File: src/rtl/muldiv_hilo_unit.sv
// Iterative multiply/divide engine that owns the HI/LO registers.
// Latency WIDTH+1 edges (1 for divide-by-zero); busy stalls the pipeline and starts while busy are dropped.
module muldiv_hilo_unit #(
  parameter int WIDTH = 32,
  parameter int CW    = $clog2(WIDTH)
) (
  input  logic             i_clk,
  input  logic             i_rst,
  input  logic             i_start,
  input  logic [3:0]       i_con,
  input  logic [WIDTH-1:0] i_a,
  input  logic [WIDTH-1:0] i_b,
  input  logic             i_flush,
  input  logic             i_hi_we,
  input  logic             i_lo_we,
  input  logic [WIDTH-1:0] i_wdata,
  output logic             o_busy,
  output logic             o_done,
  output logic             o_dz,
  output logic [WIDTH-1:0] o_hi,
  output logic [WIDTH-1:0] o_lo
);

  typedef enum logic [1:0] {S_IDLE, S_CALC, S_FIX} state_t;

  state_t             r_state;
  state_t             w_state_nxt;
  logic [CW-1:0]      r_cnt;
  logic [2*WIDTH-1:0] r_acc;
  logic [WIDTH-1:0]   r_opd;
  logic               r_div;
  logic               r_neg;
  logic               r_neg_rem;
  logic               r_dz_pend;
  logic               r_done;
  logic               r_dz;
  logic [WIDTH-1:0]   r_hi;
  logic [WIDTH-1:0]   r_lo;

  logic               w_accept;
  logic               w_is_div;
  logic               w_sa;
  logic               w_sb;
  logic               w_b_zero;
  logic [WIDTH-1:0]   w_mag_a;
  logic [WIDTH-1:0]   w_mag_b;
  logic [WIDTH:0]     w_sum;
  logic [WIDTH:0]     w_shift;
  logic [WIDTH:0]     w_diff;
  logic               w_ge;
  logic [2*WIDTH-1:0] w_acc_step;
  logic [2*WIDTH-1:0] w_prod;
  logic [WIDTH-1:0]   w_res_hi;
  logic [WIDTH-1:0]   w_res_lo;

  assign w_accept = (r_state == S_IDLE) && i_start && (i_con[3:2] == 2'b11) && !i_flush;
  assign w_is_div = i_con[0];
  assign w_sa     = i_con[1] & i_a[WIDTH-1];
  assign w_sb     = i_con[1] & i_b[WIDTH-1];
  assign w_b_zero = (i_b == '0);
  // Magnitude of the most negative value is 2^(WIDTH-1), which is exact as unsigned.
  assign w_mag_a  = w_sa ? -i_a : i_a;
  assign w_mag_b  = w_sb ? -i_b : i_b;

  // Multiply: acc = {partial product, remaining multiplier bits}.
  assign w_sum = {1'b0, r_acc[2*WIDTH-1:WIDTH]} + (r_acc[0] ? {1'b0, r_opd} : '0);

  // Divide: acc = {remainder, dividend bits being shifted out / quotient bits shifted in}.
  assign w_shift = {r_acc[2*WIDTH-1:WIDTH], r_acc[WIDTH-1]};
  assign w_diff  = w_shift - {1'b0, r_opd};
  assign w_ge    = ~w_diff[WIDTH];

  assign w_acc_step = r_div
    ? {(w_ge ? w_diff[WIDTH-1:0] : w_shift[WIDTH-1:0]), r_acc[WIDTH-2:0], w_ge}
    : {w_sum, r_acc[WIDTH-1:1]};

  assign w_prod   = r_neg ? -r_acc : r_acc;
  assign w_res_hi = r_div ? (r_neg_rem ? -r_acc[2*WIDTH-1:WIDTH] : r_acc[2*WIDTH-1:WIDTH])
                          : w_prod[2*WIDTH-1:WIDTH];
  assign w_res_lo = r_div ? (r_neg ? -r_acc[WIDTH-1:0] : r_acc[WIDTH-1:0])
                          : w_prod[WIDTH-1:0];

  always_ff @(posedge i_clk) begin
    if (i_rst) r_state <= S_IDLE;
    else       r_state <= w_state_nxt;
  end

  always_comb begin
    w_state_nxt = r_state;
    case (r_state)
      S_IDLE: if (w_accept) w_state_nxt = (w_is_div && w_b_zero) ? S_FIX : S_CALC;
      S_CALC: if (r_cnt == '0) w_state_nxt = S_FIX;
      S_FIX:  w_state_nxt = S_IDLE;
      default: w_state_nxt = S_IDLE;
    endcase
    if (i_flush && r_state != S_IDLE) w_state_nxt = S_IDLE;
  end

  always_ff @(posedge i_clk) begin
    if (i_rst) begin
      r_cnt     <= '0;
      r_acc     <= '0;
      r_opd     <= '0;
      r_div     <= 1'b0;
      r_neg     <= 1'b0;
      r_neg_rem <= 1'b0;
      r_dz_pend <= 1'b0;
      r_done    <= 1'b0;
      r_dz      <= 1'b0;
      r_hi      <= '0;
      r_lo      <= '0;
    end else begin
      r_done <= 1'b0;
      case (r_state)
        S_IDLE: begin
          if (i_hi_we) r_hi <= i_wdata;
          if (i_lo_we) r_lo <= i_wdata;
          if (w_accept) begin
            r_div     <= w_is_div;
            r_neg     <= w_sa ^ w_sb;
            r_neg_rem <= w_sa;
            r_dz_pend <= w_is_div && w_b_zero;
            r_cnt     <= CW'(WIDTH - 1);
            r_acc     <= w_is_div ? {{WIDTH{1'b0}}, w_mag_a} : {{WIDTH{1'b0}}, w_mag_b};
            r_opd     <= w_is_div ? w_mag_b : w_mag_a;
          end
        end
        S_CALC: begin
          r_acc <= w_acc_step;
          r_cnt <= r_cnt - CW'(1);
        end
        S_FIX: begin
          if (!i_flush) begin
            r_done <= 1'b1;
            r_dz   <= r_dz_pend;
            if (!r_dz_pend) begin
              r_hi <= w_res_hi;
              r_lo <= w_res_lo;
            end
          end
        end
        default: ;
      endcase
    end
  end

  assign o_busy = (r_state != S_IDLE);
  assign o_done = r_done;
  assign o_dz   = r_dz;
  assign o_hi   = r_hi;
  assign o_lo   = r_lo;

endmodule
File: config.mk
export PLATFORM = sky130hd
export DESIGN_NAME = muldiv_hilo_unit
export DESIGN_NICKNAME = d
export VERILOG_FILES = /design/src/rtl/muldiv_hilo_unit.sv
export SDC_FILE = /design/constraint.sdc
export NUM_CORES = 1
export LEC_CHECK = 0
export ABC_AREA = 1
export BUFFER_PORTS_ARGS = -buffer_cell sky130_fd_sc_hd__buf_4
export CORE_MARGIN = 1
export CORE_UTILIZATION = 35
export DETAILED_ROUTE_END_ITERATION = 12
export SLEW_MARGIN = 5
export SYNTH_ARGS = -nofsm -noshare
export SYNTH_HDL_FRONTEND = slang
export SYNTH_SLANG_ARGS = --single-unit
File: constraint.sdc
create_clock -name i_clk -period 4.72 [get_ports i_clk]
set_input_delay 0.472 -clock i_clk [delete_from_list [all_inputs] [get_ports i_clk]]
set_output_delay 0.472 -clock i_clk [all_outputs]
set_load 0.005 [all_outputs]
# Yosys cells after proc, flatten, opt, wreduce, memory -nomap -nowiden
# Index checks and enable logic that the tools add are counted.
# Widths: inputs -> output; s select.
# classes
add_sub_neg	8
eq_ne	9
muxes	29
bitwise	6
n_reduce_logical	20
# op_table
op	count
$mux 32	16
$mux 64	3
$neg 32->32	4
$pmux 32 s2	2
$pmux 64 s2	1
$neg 64->64	1
$add 32x32->33	1
$sub 33x32->33	1
$logic_not 32->1	1
$ne 2x2->1 const B	6
$pmux 5 s2	1
$reduce_and 2->1	4
$reduce_and 4->1	2
$mux 2	3
$reduce_bool 2->1	3
$logic_and 1x1->1	5
$logic_not 5->1	1
$mux 5	1
$sub 5x1->5 const B	1
$eq 2x2->1 const B	2
$pmux 2 s2	1
$reduce_or 2->1	2
$not 1->1	3
$and 1x1->1	2
other kinds (5)	5
# word_totals
reg_bits	173
elab_cells	84

# Logic depth before layout (Yosys ltp)
# Gate-level depths: netlist of the first run.
# depth
ltp_word	6
ltp_mapped	20

# Least setup slack after synthesis of the first run
# Ideal clock, no wire load.
# synth_path
path_type	flip-flop to flip-flop
start	reg r_acc[0]
end	reg r_acc[59]
setup_time_ns	0.132
t_arrival_ns	2.568
required_ns	4.588
path_slack_ns	2.020
stages_incl_launch_ff	20
path_cell_list	dfxtp_1 -> buf_2 -> buf_1 -> nand2_1 -> inv_1 -> ha_1 -> inv_1 -> fa_1 -> o21ai_0 -> nand2_1 -> nand2_1 -> nand2_1 -> nand2_1 -> nand3_1 -> nand3_1 -> nand2_1 -> nor2_1 -> nor2_1 -> nand2_1 -> a21oi_1
# synth_via
elab_chain_cells	4
# synth_lines
element	line_no	text
start, declared	29	logic [2*WIDTH-1:0] r_acc;
start signal, assigned	124	r_acc <= w_is_div ? {{WIDTH{1'b0}}, w_mag_a} : {{WIDTH{1'b0}}, w_mag_b};
start signal, assigned	129	r_acc <= w_acc_step;
$mux 32	66	assign w_sum = {1'b0, r_acc[2*WIDTH-1:WIDTH]} + (r_acc[0] ? {1'b0, r_opd} : '0);
$add 32x32->33	66	
$mux 64	74	? {(w_ge ? w_diff[WIDTH-1:0] : w_shift[WIDTH-1:0]), r_acc[WIDTH-2:0], w_ge}
$pmux 64 s2	114	case (r_state)
# No other way between the ends.
# A chain may end at the register's enable or synchronous reset.

# Final worst setup path of the first run
# layout_path
start	reg r_acc[31]
end	reg r_acc[59]
# layout_via
elab_chain_cells	4
# layout_lines
element	line_no	text
$sub 33x32->33	70	assign w_diff = w_shift - {1'b0, r_opd};
$mux 32	74	
$mux 64	74	
$pmux 64 s2	114	
# No other way between the ends.

==> results of run 1 <==
report_power, final:
group / internal (mW) / leakage [nW] / total, mW / switching (mW)
Combinational: 0.434 / 8.17 / 1.34 / 0.909
Sequential: 1.53 / 1.42 / 1.60 / 0.0689
Clock: 1.02 / 0.340 / 1.70 / 0.679
Total: 2.99 / 9.92 / 4.64 / 1.66
critical path, cell delays in order, from the launching register on:
cell	delay [ps]
dfxtp_1	480
inv_1	160
ha_1	260
fa_1	380
inv_1	80
nand2_1	60
nand2_1	100
nand3_1	70
nand2_1	180
nand2_1	80
nand2_1	110
nand2_2	80
nand3_2	270
nand2_4	330
inv_2	330
nand2_1	80
nand3_1	90
nand2_1	60
a21oi_1	120
layer usage:
| metal | GRT usage [%] | vias to the layer above |
|---|---|---|
| li1 | - | 10310 |
| met2 | 46.10 | 946 |
| met1 | 40.08 | 9517 |
| met5 | 0 | - |
| met4 | 11.67 | 0 |
| met3 | 3.449 | 144 |
flip-flops by register name, summed over array words and instances (netlist names), 2 cells and up:
name,count
r_cnt,5
r_state,2
o_hi,32
o_lo,32
r_acc,64
r_opd,32
metrics by stage:
stage	hold slack, ps	cell area [um^2]	utilization (%)	instances	power (mW)
finish	294.8	19860	40.66	3868	4.643
global route	303.0	19860	40.66	3868	4.832
CTS	274.5	19860	40.66	3868	4.628
detailed placement	475.5	19170	39.24	3836	2.939
global placement	465.5	19170	39.24	3836	2.945
floorplan	464.3	17290	-	3092	2.466
layout by cell type, fill, tap and decap left out, drive strengths merged, types with 9 or more instances in the layout:
| master | n |
|---|---|
| or2 | 15 |
| o21bai | 14 |
| o21ai | 269 |
| nand3b | 20 |
| nand4 | 33 |
| ha | 70 |
| dfxtp | 173 |
| nand3 | 321 |
| inv | 468 |
| clkbuf | 18 |
| xnor2 | 15 |
| nand2 | 808 |
| a31oi | 35 |
| o221ai | 9 |
| a21o | 9 |
| buf | 202 |
| a21oi | 280 |
| xor2 | 43 |
| o211ai | 38 |
| nor3 | 36 |
| nor2 | 288 |
logic make-up after synthesis:
logic type | Yosys count
flops | 173
compound gates | 674
buf+inv | 585
fa+ha+maj | 72
simple gates | 1530
xor+xnor | 58
synth_stat cells, types with 2 or more instances:
library cell,number
dfxtp_1,173
nand3_1,320
o21ai_1,13
nor3_2,2
buf_1,17
a21o_1,9
inv_1,448
a21oi_2,2
nor2_4,3
a31oi_1,35
nand3b_1,20
nor2_1,278
nand2_4,2
clkbuf_1,93
nand2_1,801
o221ai_1,9
buf_6,4
fa_1,2
or2_2,14
and2_1,2
o22ai_1,3
inv_2,14
nor4_1,6
a211oi_1,2
nand4_1,33
nor3_1,34
xor2_1,43
a21oi_1,278
ha_1,70
o21ai_0,256
xnor2_1,15
o31ai_1,4
o21bai_1,14
buf_2,8
nand2_2,5
o211ai_1,38
a22oi_1,2
o21a_1,4
nor2_2,7
worst min-delay path by stage:
stage / end / slack (ps) / depth (start not counted)
4_1_cts: o_hi[22]$_SDFFE_PP0P_ / 270 / 3
2_1_floorplan: o_dz$_SDFFE_PP0P_ / 460 / 1
3_5_place_dp: o_lo[1]$_SDFFE_PP0P_ / 480 / 2
6_report: o_hi[22]$_SDFFE_PP0P_ / 290 / 3
5_1_grt: o_lo[17]$_SDFFE_PP0P_ / 300 / 3
3_3_place_gp: o_lo[1]$_SDFFE_PP0P_ / 470 / 2
final cells by class:
type                            instances  area, um^2  share of cell area (%)
Clock buffer                           18       439.2                   2.211
Clock inverter                         14       251.5                   1.266
Inverter                              463        1738                   8.750
Multi-Input combinational cell       2334       11620                   58.51
Sequential cell                       173        3465                   17.44
Tap cell                              664       830.8                   4.183
Timing Repair Buffer                  202        1516                   7.635
==> key figures, run 1 <==
Synthesis
  – Synth area leaders: dfxtp_1 (20%), nand2_1 (17%), inv_1 (9.7%), nand3_1 (9.3%), a21oi_1 (8.0%)
  – Number of synthesized flops with an enable pin: 0
  – Top_reg_cell synth: dfxtp_1
  – Post-synth top area share: approximately 20%
  – Leading area contributor after synthesis: dfxtp_1
  – Xor-xnor portion of the synthesized cell area: a little under 3%
  – Ys Warns: 0
  – Syn avg cell area: around 5.6 um^2
  – Yosys reg bits: between 150 and 200
  – Simple-gate area share of the yosys netlist: a little under two fifths
  – Syn Nets: roughly 3.3k
  – Post-synthesis compound-gate area fraction: about a fifth
  – Synthesized instance count: 3092
  – Multiplexer share of the synthesized area: 0%
  – Count of cell types in the netlist: 48
  – Mapped cell area: 17290 um^2
  – Synth Area in Adders: approximately 5.3%
  – Ys async rst share: 0%
  – Seq/Total Area, Yosys: between 20% and 30%
  – Largest family of logic cells by synthesized area: simple AND/OR/NAND/NOR gates

GRT
  – GRT overflow: 0
  – Global-route wire length before repair: around 110000 um
  – Number of global-route vias before repair: between 15k and 20k
  – Total global routing track utilization: between 20% and 30%
  – Largest net degree at the start of global routing: slightly below 80
  – Antenna violations before repair: 0

Setup path
  – Worst Setup Start Kind: flop
  – WP data arrival: ~3800 ps
  – CP endpoint: r_acc[59]$_SDFFE_PP0P_
  – Worst Setup SP: r_acc[31]$_SDFFE_PP0P_
  – CP Class: flop to flop
  – FF-to-FF setup slack: around 1300 ps
  – WP data required: 5110 ps
  – Crit Path Max Fanout: 38
  – Crit Reg-Reg Startpoint: r_acc[31]$_SDFFE_PP0P_
  – R2r endpoint: r_acc[59]$_SDFFE_PP0P_
  – Crit end category: flop
  – Worst Reg2Reg Path Length in Cells: 18

Timing
  – Fin crit share: just over 70%
  – Setup slack after layout: approximately 1300 ps
  – Unrepaired setup endpoints after global routing: no
  – Worst slew margin: a little under a quarter
  – Final setup TNS: 0 ps
  – Tmin final: between 3000 and 4000 ps
  – Worst Max-Slew Pin Slew: 1156 ps
  – FMAX: approximately 290 MHz
  – Final Hold Viols: 0
  – Final setup viols: 0
  – Max Transition Viols Final: 0
  – Final Skew: around 13 ps

Routing
  – Post-route DRC: 0
  – WL met2: ~33000 um
  – Starting DRT DRC Count: between 2k and 2.5k
  – Vias: between 20k and 25k
  – Remaining antenna violation count after routing: 0
  – WL/cell: approximately 19 um
  – WL met1: between 30000 and 40000 um
  – Max layer used: met4
  – Final wirelength: roughly 75000 um
  – Vias per cell: between 5 and 6
  – First drt pass iteration count: 9
  – Met3 WL: 5663 um

Finish
  – Diodes inserted: 0
  – Area added between synthesis and finish: 14.87%
  – Fill cell count: between 5k and 6k
  – Share of cells above drive strength 1: 9.145%
  – Nets: ~3.4k

Placed design
  – I/O Buffers: around 170
  – DPL Wire Length: around 61000 um
  – Dpl ws: ~1400 ps
  – RD Place Congestion: between 1 and 1.5

Power and ir drop
  – Worst vdd ir: about 0.00026 V
  – Static Leak: 9.922 nW
  – Pwr dens: approximately 230 nW/um^2

Die
  – FP Rows: 81
  – Die H: 224.3 um
  – DIE AREA: 50290 um^2
  – Die X: between 200 and 250 um
  – Num ports: 173
  – Core Box Area: roughly 50000 um^2
  – Initial Utilization: 35.40%

Clock tree
  – CTS tree: yes
  – H-tree depth: 4
  – Longest Clk Path Bufs: 2
  – CTS root buffer: clkbuf_16
  – Clk Latency, worst-skew pair: ~460 ps
  – Postcts setup bufs: 0
  – CTS Buf Count: 17
  – Hold buffers post-CTS: 0
  – Worst-path clk slew: approximately 80 ps
  – Num Clock Sinks: 173
  – PostCTS Resize Cnt: 0

Hold path
  – Min-delay src: i_wdata[22]
  – Hold crit path type: input port to flop

Flow run
  – MaxCap Viol Count: 0

Outcome
  – Outcome: completed
Power figures use the tool's default switching activity.
==> run 2: changes to the inputs <==
==> constraint.sdc (replaced) <==
create_clock -name i_clk -period 3.1 [get_ports i_clk]
set_input_delay 0.31 -clock i_clk [delete_from_list [all_inputs] [get_ports i_clk]]
set_output_delay 0.31 -clock i_clk [all_outputs]
set_load 0.005 [all_outputs]
==> run 2 against run 1 <==
  * Critical path depth unchanged
  * First-iteration DRC count up 5.9%
  * Flip-flop and latch count is the same
  * Cell area increased by 1.4%
  * Largest power group is now registers
  * Register-to-register slack got worse by 1000 ps
  * Highest routed layer unchanged
  * Clock skew is essentially flat
  * Maximum frequency up 22%
  * Critical endpoint is now r_acc[61]$_SDFFE_PP0P_
  * Routed wire length decreased by 1.9%
  * Clock power increased by 31%
==> key figures, run 2 (synthesis results as in run 1) <==
Routing
  – Max layer used: met4 (unchanged)
  – Remaining antenna violation count after routing: 0 (unchanged)
  – First drt pass iteration count: 8 (was 9)
  – Vias: 21.07k (was 20.91k)
  – Met3 WL: 6273 um (was 5663 um)
  – Final wirelength: 73780 um (was 75240 um)
  – Starting DRT DRC Count: 2332 (was 2203)
  – Post-route DRC: 0 (unchanged)
  – WL met2: 31860 um (was 33280 um)
  – Vias per cell: 5.391 (was 5.406)
  – WL/cell: 18.88 um (was 19.45 um)
  – WL met1: 32960 um (was 33330 um)

Timing
  – Worst slew margin: 33.04% (was 22.87%)
  – Final Hold Viols: 0 (unchanged)
  – Fin crit share: 90.13% (was 72.32%)
  – FMAX: 357.9 MHz (was 293.0 MHz)
  – Final setup TNS: 0 ps (unchanged)
  – Tmin final: 2794 ps (was 3413 ps)
  – Max Transition Viols Final: 0 (unchanged)
  – Unrepaired setup endpoints after global routing: no (unchanged)
  – Final Skew: 12.95 ps (was 13.37 ps)
  – Worst Max-Slew Pin Slew: 1003 ps (was 1156 ps)
  – Final setup viols: 0 (unchanged)

Clock tree
  – Longest Clk Path Bufs: 2 (unchanged)
  – Num Clock Sinks: 173 (unchanged)
  – H-tree depth: 4 (unchanged)
  – CTS tree: yes (unchanged)
  – CTS root buffer: clkbuf_16 (unchanged)
  – Postcts setup bufs: 0 (unchanged)
  – Clk Latency, worst-skew pair: 490 ps (was 460 ps)
  – CTS Buf Count: 17 (unchanged)
  – Worst-path clk slew: 80 ps (about the same)

Outcome
  – Outcome: completed (unchanged)

Finish
  – Max FFs per register: 64 (unchanged)
  – Most common cell after layout, fill and taps aside: nand2_1 (unchanged)
  – Diodes inserted: 0 (unchanged)
  – Biggest register: r_acc (unchanged)
  – Area added between synthesis and finish: 16.44% (was 14.87%)
  – Nets: 3409 (was 3369)
  – Commonest cells after routing, fill and taps aside: nand2_1 (801), inv_1 (446), nand3_1 (320), a21oi_1 (276), nor2_1 (275) (unchanged)
  – Finished Cell Area: 20130 um^2 (was 19860 um^2)
  – Share of cells above drive strength 1: 10.23% (was 9.145%)
  – Fill cell count: 5584 (was 5530)

Setup path
  – Crit Path Max Fanout: 22 (was 38)
  – WP data required: 3520 ps (was 5110 ps)
  – Crit end category: flop (unchanged)
  – WP data arrival: 3210 ps (was 3800 ps)
  – CP Class: flop to flop (unchanged)
  – Worst Reg2Reg Path Length in Cells: 18 (unchanged)
  – Worst Setup Start Kind: flop (unchanged)

Die
  – Core Box Area: 48850 um^2 (unchanged)
  – Die H: 224.3 um (unchanged)
  – Num ports: 173 (unchanged)
  – Die X: 224.3 um (unchanged)
  – FP Rows: 81 (unchanged)
  – Initial Utilization: 35.40% (unchanged)
  – DIE AREA: 50290 um^2 (unchanged)

GRT
  – Number of global-route vias before repair: 18.74k (was 18.82k)
  – Largest net degree at the start of global routing: 83 (was 79)
  – Total global routing track utilization: 28.63% (was 29.12%)
  – Global-route wire length before repair: 109900 um (was 112200 um)
  – GRT overflow: 0 (unchanged)
  – Antenna violations before repair: 0 (unchanged)

Placed design
  – DPL Wire Length: 60450 um (was 61270 um)
  – I/O Buffers: 172 (unchanged)
  – RD Place Congestion: 1.006 (was 1.033)
  – Dpl cell area: 19530 um^2 (was 19170 um^2)

Power and ir drop
  – Static Leak: 10.10 nW (was 9.922 nW)
  – Pwr dens: 335.2 nW/um^2 (was 233.8 nW/um^2)
  – Worst vdd ir: 0.0004433 V (was 0.0002598 V)

Hold path
  – Hold crit path type: input port to flop (unchanged)
  – Hold-critical path depth: 3 (unchanged)

Flow run
  – MaxCap Viol Count: 0 (unchanged)
run 2: changes by cell type in the layout (fill, tap and decap cells not counted), moves of 2 or more:
cell,before,now
buf_4,202,237
buf_12,0,5
bufinv_16,6,1
clkinv_4,1,7
inv_6,4,2
inv_8,2,4
run 2: power by group:
group	internal (mW)	leakage, nW	total, mW	switching (mW)
clock	1.14	0.287	2.22	1.08
sequential	2.33	1.42	2.43	0.105
combinational	0.711	8.40	2.09	1.38
total	4.18	10.1	6.75	2.57
run 2: final cells by class:
class | count | area, um^2 | area share, %
inverter | 463 | 1738 | 8.632
sequential | 173 | 3465 | 17.21
tap | 664 | 830.8 | 4.127
timing repair buffer | 242 | 1879 | 9.334
multi-input combinational | 2334 | 11640 | 57.80
clock buffer | 18 | 429.2 | 2.132
clock inverter | 14 | 153.9 | 0.7644
run 2: through the flow:
stage / hold WS (ps) / instances / setup slack (ps) / total power, mW / util [%]
2_1_floorplan: 464.3 / 3092 / 399.5 / 3.755 / -
3_3_place_gp: 472.3 / 3876 / 301.9 / 4.511 / 39.99
3_5_place_dp: 479.5 / 3876 / 278.1 / 4.514 / 39.99
4_1_cts: 83.36 / 3908 / 247.4 / 6.726 / 41.18
5_1_grt: 98.67 / 3908 / 70.75 / 7.051 / 41.21
6_report: 113.1 / 3908 / 305.9 / 6.749 / 41.21
run 2: worst max-delay path: stages (launching register included):
cell and delay (ps):
dfxtp_1 450, inv_1 210, fa_1 450, inv_1 70, nand2_1 60, nand2_1 100
nand3_1 90, nand2_1 140, nand2_1 60, nand2_1 100, nand2_2 80, nand2_2 80
nand2_4 70, nand2_8 140, buf_4 210, nand3_1 110, nand3_1 100, nand2_1 60
a21oi_1 120
run 2: final timing paths:
path	startpoint	to	slack [ps]
setup / recovery	r_acc[32]$_SDFFE_PP0P_	r_acc[61]$_SDFFE_PP0P_	310
hold / removal	i_wdata[13]	o_lo[13]$_SDFFE_PP0P_	110
setup reg to reg	r_acc[32]$_SDFFE_PP0P_	r_acc[61]$_SDFFE_PP0P_	310
hold reg to reg	o_lo[1]$_SDFFE_PP0P_	o_lo[1]$_SDFFE_PP0P_	490
run 2: per-layer routing:
layer | global-route usage (%) | vias to the layer above
met3 | 4.037 | 114
met2 | 43.68 | 954
li1 | - | 10380
met4 | 11.67 | 0
met1 | 40.26 | 9616
met5 | 0 | -
run 2: what timing repair did:
| item | CTS | global route |
|---|---|---|
| setup endpoints to repair | 0 | 4 |
| resized for setup | 0 | 3 |
| hold buffers | 0 | 0 |
